$ cat src/rtl/knockout_trigger_sequencer.sv
// Knockout trigger sequencer.
// Steps through a small table of trigger stages. For each stage it loads the
// slot patterns into the two-slot comparator and counts qualified comparator
// matches. When a stage's occurrence count is reached it fires a one-cycle
// knockout pulse and moves on to the next stage.
module knockout_trigger_sequencer #(
    parameter int DEPTH    = 4,
    parameter int CNT_W    = 8,
    parameter int TRIG_LAT = 2
) (
    input  logic                     clk,
    input  logic                     rst,
    input  logic                     cfg_we,
    input  logic [$clog2(DEPTH)-1:0] cfg_addr,
    input  logic [31:0]              cfg_inst0,
    input  logic [31:0]              cfg_inst1,
    input  logic [1:0]               cfg_mode,
    input  logic [CNT_W-1:0]         cfg_count,
    input  logic                     cfg_last,
    input  logic                     arm,
    input  logic                     disarm,
    input  logic                     inst_valid,
    input  logic                     trig1,
    input  logic                     trig2,
    output logic [31:0]              inst0_trig,
    output logic [31:0]              inst1_trig,
    output logic                     knockout,
    output logic [$clog2(DEPTH)-1:0] stage,
    output logic [CNT_W-1:0]         hit_count,
    output logic                     busy,
    output logic                     done
);

    localparam int AW  = $clog2(DEPTH);
    localparam int SW  = $clog2(TRIG_LAT + 1);
    localparam int CW1 = CNT_W + 1;

    typedef enum logic [1:0] {
        IDLE   = 2'd0,
        SETTLE = 2'd1,
        ARMED  = 2'd2,
        DONE   = 2'd3
    } state_t;

    // Trigger table. It is cleared by reset, so it lives in flops.
    logic [31:0]      tbl_inst0 [DEPTH];
    logic [31:0]      tbl_inst1 [DEPTH];
    logic [1:0]       tbl_mode  [DEPTH];
    logic [CNT_W-1:0] tbl_count [DEPTH];
    logic             tbl_last  [DEPTH];

    state_t           state_reg, state_next;
    logic [AW-1:0]    stage_reg, stage_next;
    logic [CNT_W-1:0] hit_count_reg, hit_count_next;
    logic [31:0]      inst0_reg, inst0_next;
    logic [31:0]      inst1_reg, inst1_next;
    logic [SW-1:0]    settle_reg, settle_next;
    logic             knockout_reg, knockout_next;

    logic [TRIG_LAT-1:0] vd_reg, vd_next;
    logic                qv;
    logic                table_we;
    logic                hit;
    logic [1:0]          cur_mode;
    logic [CNT_W-1:0]    cur_count;
    logic                cur_last;
    logic [CW1-1:0]      hit_plus;
    logic [CW1-1:0]      need;
    logic [AW-1:0]       stage_inc;

    // Valid delay pipe: aligns inst_valid with the comparator's trig outputs.
    genvar gi;
    generate
        for (gi = 0; gi < TRIG_LAT; gi++) begin : g_vd
            if (gi == 0) begin : g_head
                assign vd_next[gi] = inst_valid;
            end else begin : g_tail
                assign vd_next[gi] = vd_reg[gi-1];
            end
        end
    endgenerate

    // Shift the valid pipe every cycle.
    always_ff @(posedge clk or posedge rst) begin
        if (rst) begin
            vd_reg <= '0;
        end else begin
            vd_reg <= vd_next;
        end
    end

    assign qv = vd_reg[TRIG_LAT-1];

    // Configuration is only accepted while idle so a running sequence is stable.
    assign table_we = cfg_we && (state_reg == IDLE);

    // Table write port.
    always_ff @(posedge clk or posedge rst) begin
        if (rst) begin
            for (int i = 0; i < DEPTH; i++) begin
                tbl_inst0[i] <= '0;
                tbl_inst1[i] <= '0;
                tbl_mode[i]  <= '0;
                tbl_count[i] <= '0;
                tbl_last[i]  <= 1'b0;
            end
        end else if (table_we) begin
            tbl_inst0[cfg_addr] <= cfg_inst0;
            tbl_inst1[cfg_addr] <= cfg_inst1;
            tbl_mode[cfg_addr]  <= cfg_mode;
            tbl_count[cfg_addr] <= cfg_count;
            tbl_last[cfg_addr]  <= cfg_last;
        end
    end

    assign cur_mode  = tbl_mode[stage_reg];
    assign cur_count = tbl_count[stage_reg];
    assign cur_last  = tbl_last[stage_reg];
    assign stage_inc = stage_reg + AW'(1);

    // A simultaneous trig1/trig2 is one hit; a zero count behaves like one.
    assign hit      = (state_reg == ARMED) && qv &&
                      ((cur_mode[0] && trig1) || (cur_mode[1] && trig2));
    assign hit_plus = {1'b0, hit_count_reg} + CW1'(1);
    assign need     = (cur_count == '0) ? CW1'(1) : {1'b0, cur_count};

    // State and datapath registers.
    always_ff @(posedge clk or posedge rst) begin
        if (rst) begin
            state_reg     <= IDLE;
            stage_reg     <= '0;
            hit_count_reg <= '0;
            inst0_reg     <= '0;
            inst1_reg     <= '0;
            settle_reg    <= '0;
            knockout_reg  <= 1'b0;
        end else begin
            state_reg     <= state_next;
            stage_reg     <= stage_next;
            hit_count_reg <= hit_count_next;
            inst0_reg     <= inst0_next;
            inst1_reg     <= inst1_next;
            settle_reg    <= settle_next;
            knockout_reg  <= knockout_next;
        end
    end

    // Next-state logic; disarm overrides everything including a final hit.
    always_comb begin
        state_next     = state_reg;
        stage_next     = stage_reg;
        hit_count_next = hit_count_reg;
        inst0_next     = inst0_reg;
        inst1_next     = inst1_reg;
        settle_next    = settle_reg;
        knockout_next  = 1'b0;

        if (disarm) begin
            state_next     = IDLE;
            stage_next     = '0;
            hit_count_next = '0;
        end else begin
            case (state_reg)
                IDLE: begin
                    if (arm) begin
                        stage_next     = '0;
                        hit_count_next = '0;
                        inst0_next     = tbl_inst0[0];
                        inst1_next     = tbl_inst1[0];
                        settle_next    = SW'(TRIG_LAT);
                        state_next     = SETTLE;
                    end
                end
                SETTLE: begin
                    // Wait out the comparator latency for the new pattern.
                    if (settle_reg == SW'(1)) begin
                        state_next = ARMED;
                    end else begin
                        settle_next = settle_reg - SW'(1);
                    end
                end
                ARMED: begin
                    if (hit) begin
                        if (hit_plus < need) begin
                            hit_count_next = hit_count_reg + CNT_W'(1);
                        end else begin
                            knockout_next  = 1'b1;
                            hit_count_next = '0;
                            if (cur_last || (stage_reg == AW'(DEPTH - 1))) begin
                                state_next = DONE;
                            end else begin
                                stage_next  = stage_inc;
                                inst0_next  = tbl_inst0[stage_inc];
                                inst1_next  = tbl_inst1[stage_inc];
                                settle_next = SW'(TRIG_LAT);
                                state_next  = SETTLE;
                            end
                        end
                    end
                end
                DONE: begin
                    state_next = DONE;
                end
                default: begin
                    state_next = IDLE;
                end
            endcase
        end
    end

    assign inst0_trig = inst0_reg;
    assign inst1_trig = inst1_reg;
    assign knockout   = knockout_reg;
    assign stage      = stage_reg;
    assign hit_count  = hit_count_reg;
    assign busy       = (state_reg == SETTLE) || (state_reg == ARMED);
    assign done       = (state_reg == DONE);

endmodule

$ cat config.mk
export PLATFORM = sky130hd
export DESIGN_NAME = knockout_trigger_sequencer
export DESIGN_NICKNAME = d
export VERILOG_FILES = /design/src/rtl/knockout_trigger_sequencer.sv
export SDC_FILE = /design/constraint.sdc
export NUM_CORES = 1
export LEC_CHECK = 0
export CORE_MARGIN = 5
export CORE_UTILIZATION = 40
export CTS_BUF_LIST = sky130_fd_sc_hd__clkbuf_16
export DETAILED_ROUTE_END_ITERATION = 8
export DONT_BUFFER_PORTS = 1
export GPL_ROUTABILITY_DRIVEN = 0
export SLEW_MARGIN = 25
export SYNTH_ARGS = -nofsm -noshare
export SYNTH_HDL_FRONTEND = slang
export SYNTH_SLANG_ARGS = --single-unit
$ cat constraint.sdc
create_clock -name clk -period 15.6 [get_ports clk]
set_input_delay 2.34 -clock clk [delete_from_list [all_inputs] [get_ports clk]]
set_output_delay 2.34 -clock clk [all_outputs]
set_load 0.02 [all_outputs]
==> reports/results.ini, run 1 <==
[outcome]
status = complete, no violations

[cts]
h-tree-depth = 2
clock-sinks = 381
clk_latency_ns = 0.57
clkTransAtPathRegs_ns = 0.06
cts_root_buf = clkbuf_16
ctsResizeCount = 0
clk_path_buf_depth = 3
ctsHoldBuffers = 0
numCtsBuffers = 43
cts_tree = done
post_cts_buffers = 0

[final_layout]
reg_top3 = tbl_inst0 x128, tbl_inst1 x128
drive_above_1_share_pct = 39.8
diodes = 0
nets = 1330
layout_commonest_cell = dfrtp_1
stdcell_area_sq_um = 19100
final_cell_mix = dfrtp_1 (380), mux2_2 (347), o22ai_1 (86), a21oi_1 (72), mux2_4 (60)
syn2layout_area_growth_pct = 11.0

[logic_synthesis]
synth_area_sq_um = 17200
synthFlopType = dfrtp_1
synth.distinct_cells = 50
ys_warn_count = 0
yosysSeqAreaShare_pct = 55.3
syn_nets = 1350
synth_edf_count = 0
synth_area_leaders = dfrtp_1 (55%), mux2_2 (23%), mux2_4 (5.2%)
synthCells = 1251
yosysTopAreaCellShare_pct = 55.3
avgSynthCellArea_sq_um = 13.8
synth_seq_cells = 381
async_flop_share_pct = 100
synth_area_leader_cell = dfrtp_1

[global_route]
grt_pass1_vias = 10900
grt_max_degree = 178
grt_pass1_wl_microns = 64100
grt.total_usage_pct = 17.0
antenna_found_initial = 0
grt-ovfl-total = 0

[power]
powerDensity_nw_per_um2 = 186
ir_worst_vdd_mv = 0.0947
p_leak_uw = 0.00814

[worst_setup_path]
crit_required_ns = 16.04
cp_data_arrival_time_ns = 4.49
crit_type = reg2reg
start_kind = flip-flop
worstPathMaxFanout = 34
cp-end-kind = flip-flop

[place]
hpwl_microns = 23100
dpl_cell_area_sq_um = 17800
port_buffers = 0

[sta]
relSlewSlack_pct = 32.1
worst_clock_skew_ns = 0.0199
worst_pin_slew_ns = 1.02
fin_crit_sh_pct = 26.0
tns_ns = 0
finalHoldViolCount = 0
setup_viol = 0
timing.fmax_ghz = 0.247
fin_crit_ns = 4.05
slew_violations = 0
rsz0062_at_grt = no

[route]
avgRoutedWirePerCell_microns = 21.7
drt_iter0_markers = 639
ant_nets = 0
routed_wirelength_microns = 40100
drcViolationCount = 0
viasPerCell = 5.50
vias = 10200
drt_pass1_iterations = 4

[die]
fp.dieH_microns = 218
io_pins = 162
initial_core_util_pct = 40.2
dieArea_sq_um = 47300
die_w_microns = 218
design.core.area_sq_um = 42900
rows = 76

[run]
drv_cap = 0

[min_path]
hold_class = reg2reg

-- worst max-delay path, cell delays in order, from the launching register on --
cell	delay, ns
dfrtp_1	0.62
ha_1	0.29
nand3_1	0.13
or2_2	0.33
nand2_1	0.09
nand2_1	0.07
ha_1	0.31
nand3_1	0.15
a2111oi_4	0.37
o211ai_2	0.17
o211a_4	0.19
nor3_4	0.17
buf_4	0.63
mux2_4	0.36
-- cells by family (layout without fill, tap and decap cells) --
| kind of cell | count (synthesis) | in the layout | synth area share, % |
|---|---|---|---|
| flops | 381 | 381 | 55.3 |
| compound gates | 213 | 213 | 7.48 |
| mux | 439 | 439 | 30.8 |
| xor+xnor | 3 | 3 | 0.152 |
| fa+ha+maj | 14 | 14 | 1.02 |
| buf+inv | 97 | 107 | 2.44 |
| simple gates | 104 | 104 | 2.80 |
-- cells in the mapped netlist, types with 5 or more instances --
| cell | instances |
|---|---|
| o21ai_0 | 28 |
| mux2_4 | 60 |
| dfrtp_1 | 381 |
| ha_1 | 14 |
| a21oi_1 | 72 |
| nand3_1 | 8 |
| nor2_1 | 30 |
| o22ai_1 | 86 |
| buf_6 | 7 |
| mux4_1 | 11 |
| clkbuf_1 | 69 |
| inv_1 | 15 |
| mux2_2 | 347 |
| mux2i_1 | 21 |
| buf_1 | 5 |
| nand2_1 | 40 |
-- stage by stage --
| stage | power, uW | std cells | setup WS [ns] | utilization (%) | hold slack [ns] |
|---|---|---|---|---|---|
| 2_1_floorplan | 2440 | 1251 | 2.67 | - | 0.331 |
| 3_3_place_gp | 2590 | 1770 | 11.23 | 41.5 | 0.337 |
| 3_5_place_dp | 2640 | 1770 | 11.23 | 41.5 | 0.336 |
| 4_1_cts | 3600 | 1845 | 11.53 | 44.5 | 0.362 |
| 5_1_grt | 3770 | 1846 | 11.35 | 44.6 | 0.365 |
| 6_report | 3550 | 1846 | 11.55 | 44.6 | 0.356 |
-- area by class of cell --
cell class | count | area [sq um]
Tap cell | 585 | 732
Sequential cell | 381 | 9540
Inverter | 15 | 63.8
Timing Repair Buffer | 17 | 164
Clock buffer | 44 | 1100
Fill cell | 3892 | 23800
Clock inverter | 31 | 204
Multi-Input combinational cell | 773 | 7330
-- power by group --
part	internal (uW)	leakage [uW]	switching, uW
Clock	542	0.000676	398
Combinational	546	0.00291	323
Sequential	1400	0.00456	340
-- routing by layer --
layer	part of all wire [%]	vias to the layer above	global-route usage (%)	routed length (microns)
met4	1.6	0	3.92	625
met5	0	-	0	0
li1	-	4587	-	-
met2	48	209	27.6	19200
met3	7.1	52	5.66	2860
met1	43	5313	22.3	17400
-- worst paths after layout --
path	start	to	slack, ns	depth (start not counted)
max in group asynchronous	rst	tbl_inst0[8]	12.29	3
min in group asynchronous	rst	inst1_trig[8]	1.78	1
worst min-delay path	vd_reg[0]	vd_reg[1]	0.36	0
worst max-delay path	hit_count[0]	inst1_trig[26]	11.55	13
worst min register to register	vd_reg[0]	vd_reg[1]	0.36	0
worst max register to register	hit_count[0]	inst1_trig[26]	11.55	13
(Power assumes the default switching activity.)
==> run 2, diff against run 1 <==
Clock period 15.6 ns to 3.43 ns, I/O delays scaled along.
==> reports/results.ini, run 2 (synthesized netlist as in run 1, its figures left out) <==
[outcome]
status = complete, no violations

[cts]
h-tree-depth = 2
cts_root_buf = clkbuf_16
numCtsBuffers = 42
clock-sinks = 381
clk_path_buf_depth = 3
clk_latency_ns = 0.55
cts_tree = done
clkTransAtPathRegs_ns = 0.06

[die]
rows = 76
initial_core_util_pct = 40.2
dieArea_sq_um = 47300
fp.dieH_microns = 218
io_pins = 162
design.core.area_sq_um = 42900
die_w_microns = 218

[worst_setup_path]
crit_required_ns = 3.87
cp-end-kind = flip-flop
regToRegStartpoint = stage[0]
cp_num_buf_inv = 4
crit_path_top_delay_cell = or4b_2
crit_family = multiplexers
worstPathMaxFanout = 12
critPathLaunch = stage[0]
cp_data_arrival_time_ns = 3.73
start_kind = flip-flop
path_cells = buf_4 > mux4_1 > or4b_2 > o211ai_2 > o211a_4 > nor3_4 > buf_4 > buf_12 > buf_12 > mux2_4
crit_type = reg2reg
critPathMaxStageDelay_ns = 0.72

[global_route]
grt_pass1_vias = 11100
grt_max_degree = 92
grt_pass1_wl_microns = 64800
antenna_found_initial = 1
grt-ovfl-total = 0
grt.total_usage_pct = 17.2

[min_path]
hp-start = disarm
hold_class = in2reg

[route]
viasPerCell = 5.45
drt_pass1_iterations = 4
vias = 10300
drt_iter0_markers = 668
drcViolationCount = 0
routed_wirelength_microns = 40700
ant_nets = 0
avgRoutedWirePerCell_microns = 21.5

[final_layout]
syn2layout_area_growth_pct = 13.9
drive_above_1_share_pct = 41.7
reg_top3 = tbl_inst0 x128, tbl_inst1 x128
diodes = 0
final_cell_mix = dfrtp_1 (380), mux2_2 (347), o22ai_1 (86), a21oi_1 (72), mux2_4 (60)
nets = 1379
layout_commonest_cell = dfrtp_1

[power]
p_total_uw = 16200
powerDensity_nw_per_um2 = 823
p_leak_uw = 0.00842
ir_worst_vdd_mv = 0.515

[sta]
fin_crit_ns = 3.29
worst_pin_slew_ns = 0.823
worst_clock_skew_ns = 0.0113
setup_viol = 0
slew_violations = 0
fin_crit_sh_pct = 96.0
relSlewSlack_pct = 45.1
setup_slack_ns = 0.136
finalHoldViolCount = 0
timing.fmax_ghz = 0.304

[place]
port_buffers = 0
pre_cts_ws_ns = 0.0406
hpwl_microns = 24400

[run]
drv_cap = 0

## run 2: routing by layer
metal / wire [microns] / share of wire, % / GRT usage, %
met1: 17900 / 44 / 23.0
met2: 19000 / 47 / 27.4
met3: 2980 / 7.3 / 5.76
met4: 818 / 2.0 / 4.09
met5: 0 / 0 / 0
## run 2: through the flow
| step | setup TNS, ns | instances | cell area (sq um) | util, % | hold WS [ns] |
|---|---|---|---|---|---|
| floorplan | -839.92 | 1251 | 17200 | - | 0.331 |
| global placement | 0 | 1806 | 18200 | 42.5 | 0.338 |
| detailed placement | 0 | 1806 | 18200 | 42.5 | 0.342 |
| CTS | 0 | 1884 | 19500 | 45.5 | 0.0441 |
| global route | -0.00970 | 1896 | 19600 | 45.8 | 0.0570 |
| finish | 0 | 1896 | 19600 | 45.8 | 0.0799 |
## run 2: timing repair
item,CTS,global route
setup buffers,0,11
hold endpoints to repair,28,0
hold buffers,3,0
gates resized for setup,0,3
setup endpoints to repair,0,62
## run 2: layout make-up
cell class	instances	area (sq um)
Clock buffer	45	1130
Clock inverter	30	126
Fill cell	3785	23200
Inverter	15	60.1
Multi-Input combinational cell	773	7340
Sequential cell	381	9540
Tap cell	585	732
Timing Repair Buffer	67	716
## run 2: worst paths after layout
check	endpoint	slack (ns)	cells after the start
setup / recovery	inst1_trig[20]	0.14	10
hold / removal	stage[0]	0.08	1
setup reg to reg	inst1_trig[20]	0.14	10
hold reg to reg	vd_reg[1]	0.36	0
max in group asynchronous	tbl_inst1[29]	1.84	4
min in group asynchronous	tbl_inst0[59]	0.55	2
## run 2: where the power goes
part | total (uW) | internal [uW] | switching, uW
Combinational | 4110 | 2600 | 1510
Clock | 4130 | 2350 | 1780
Sequential | 7920 | 6360 | 1560
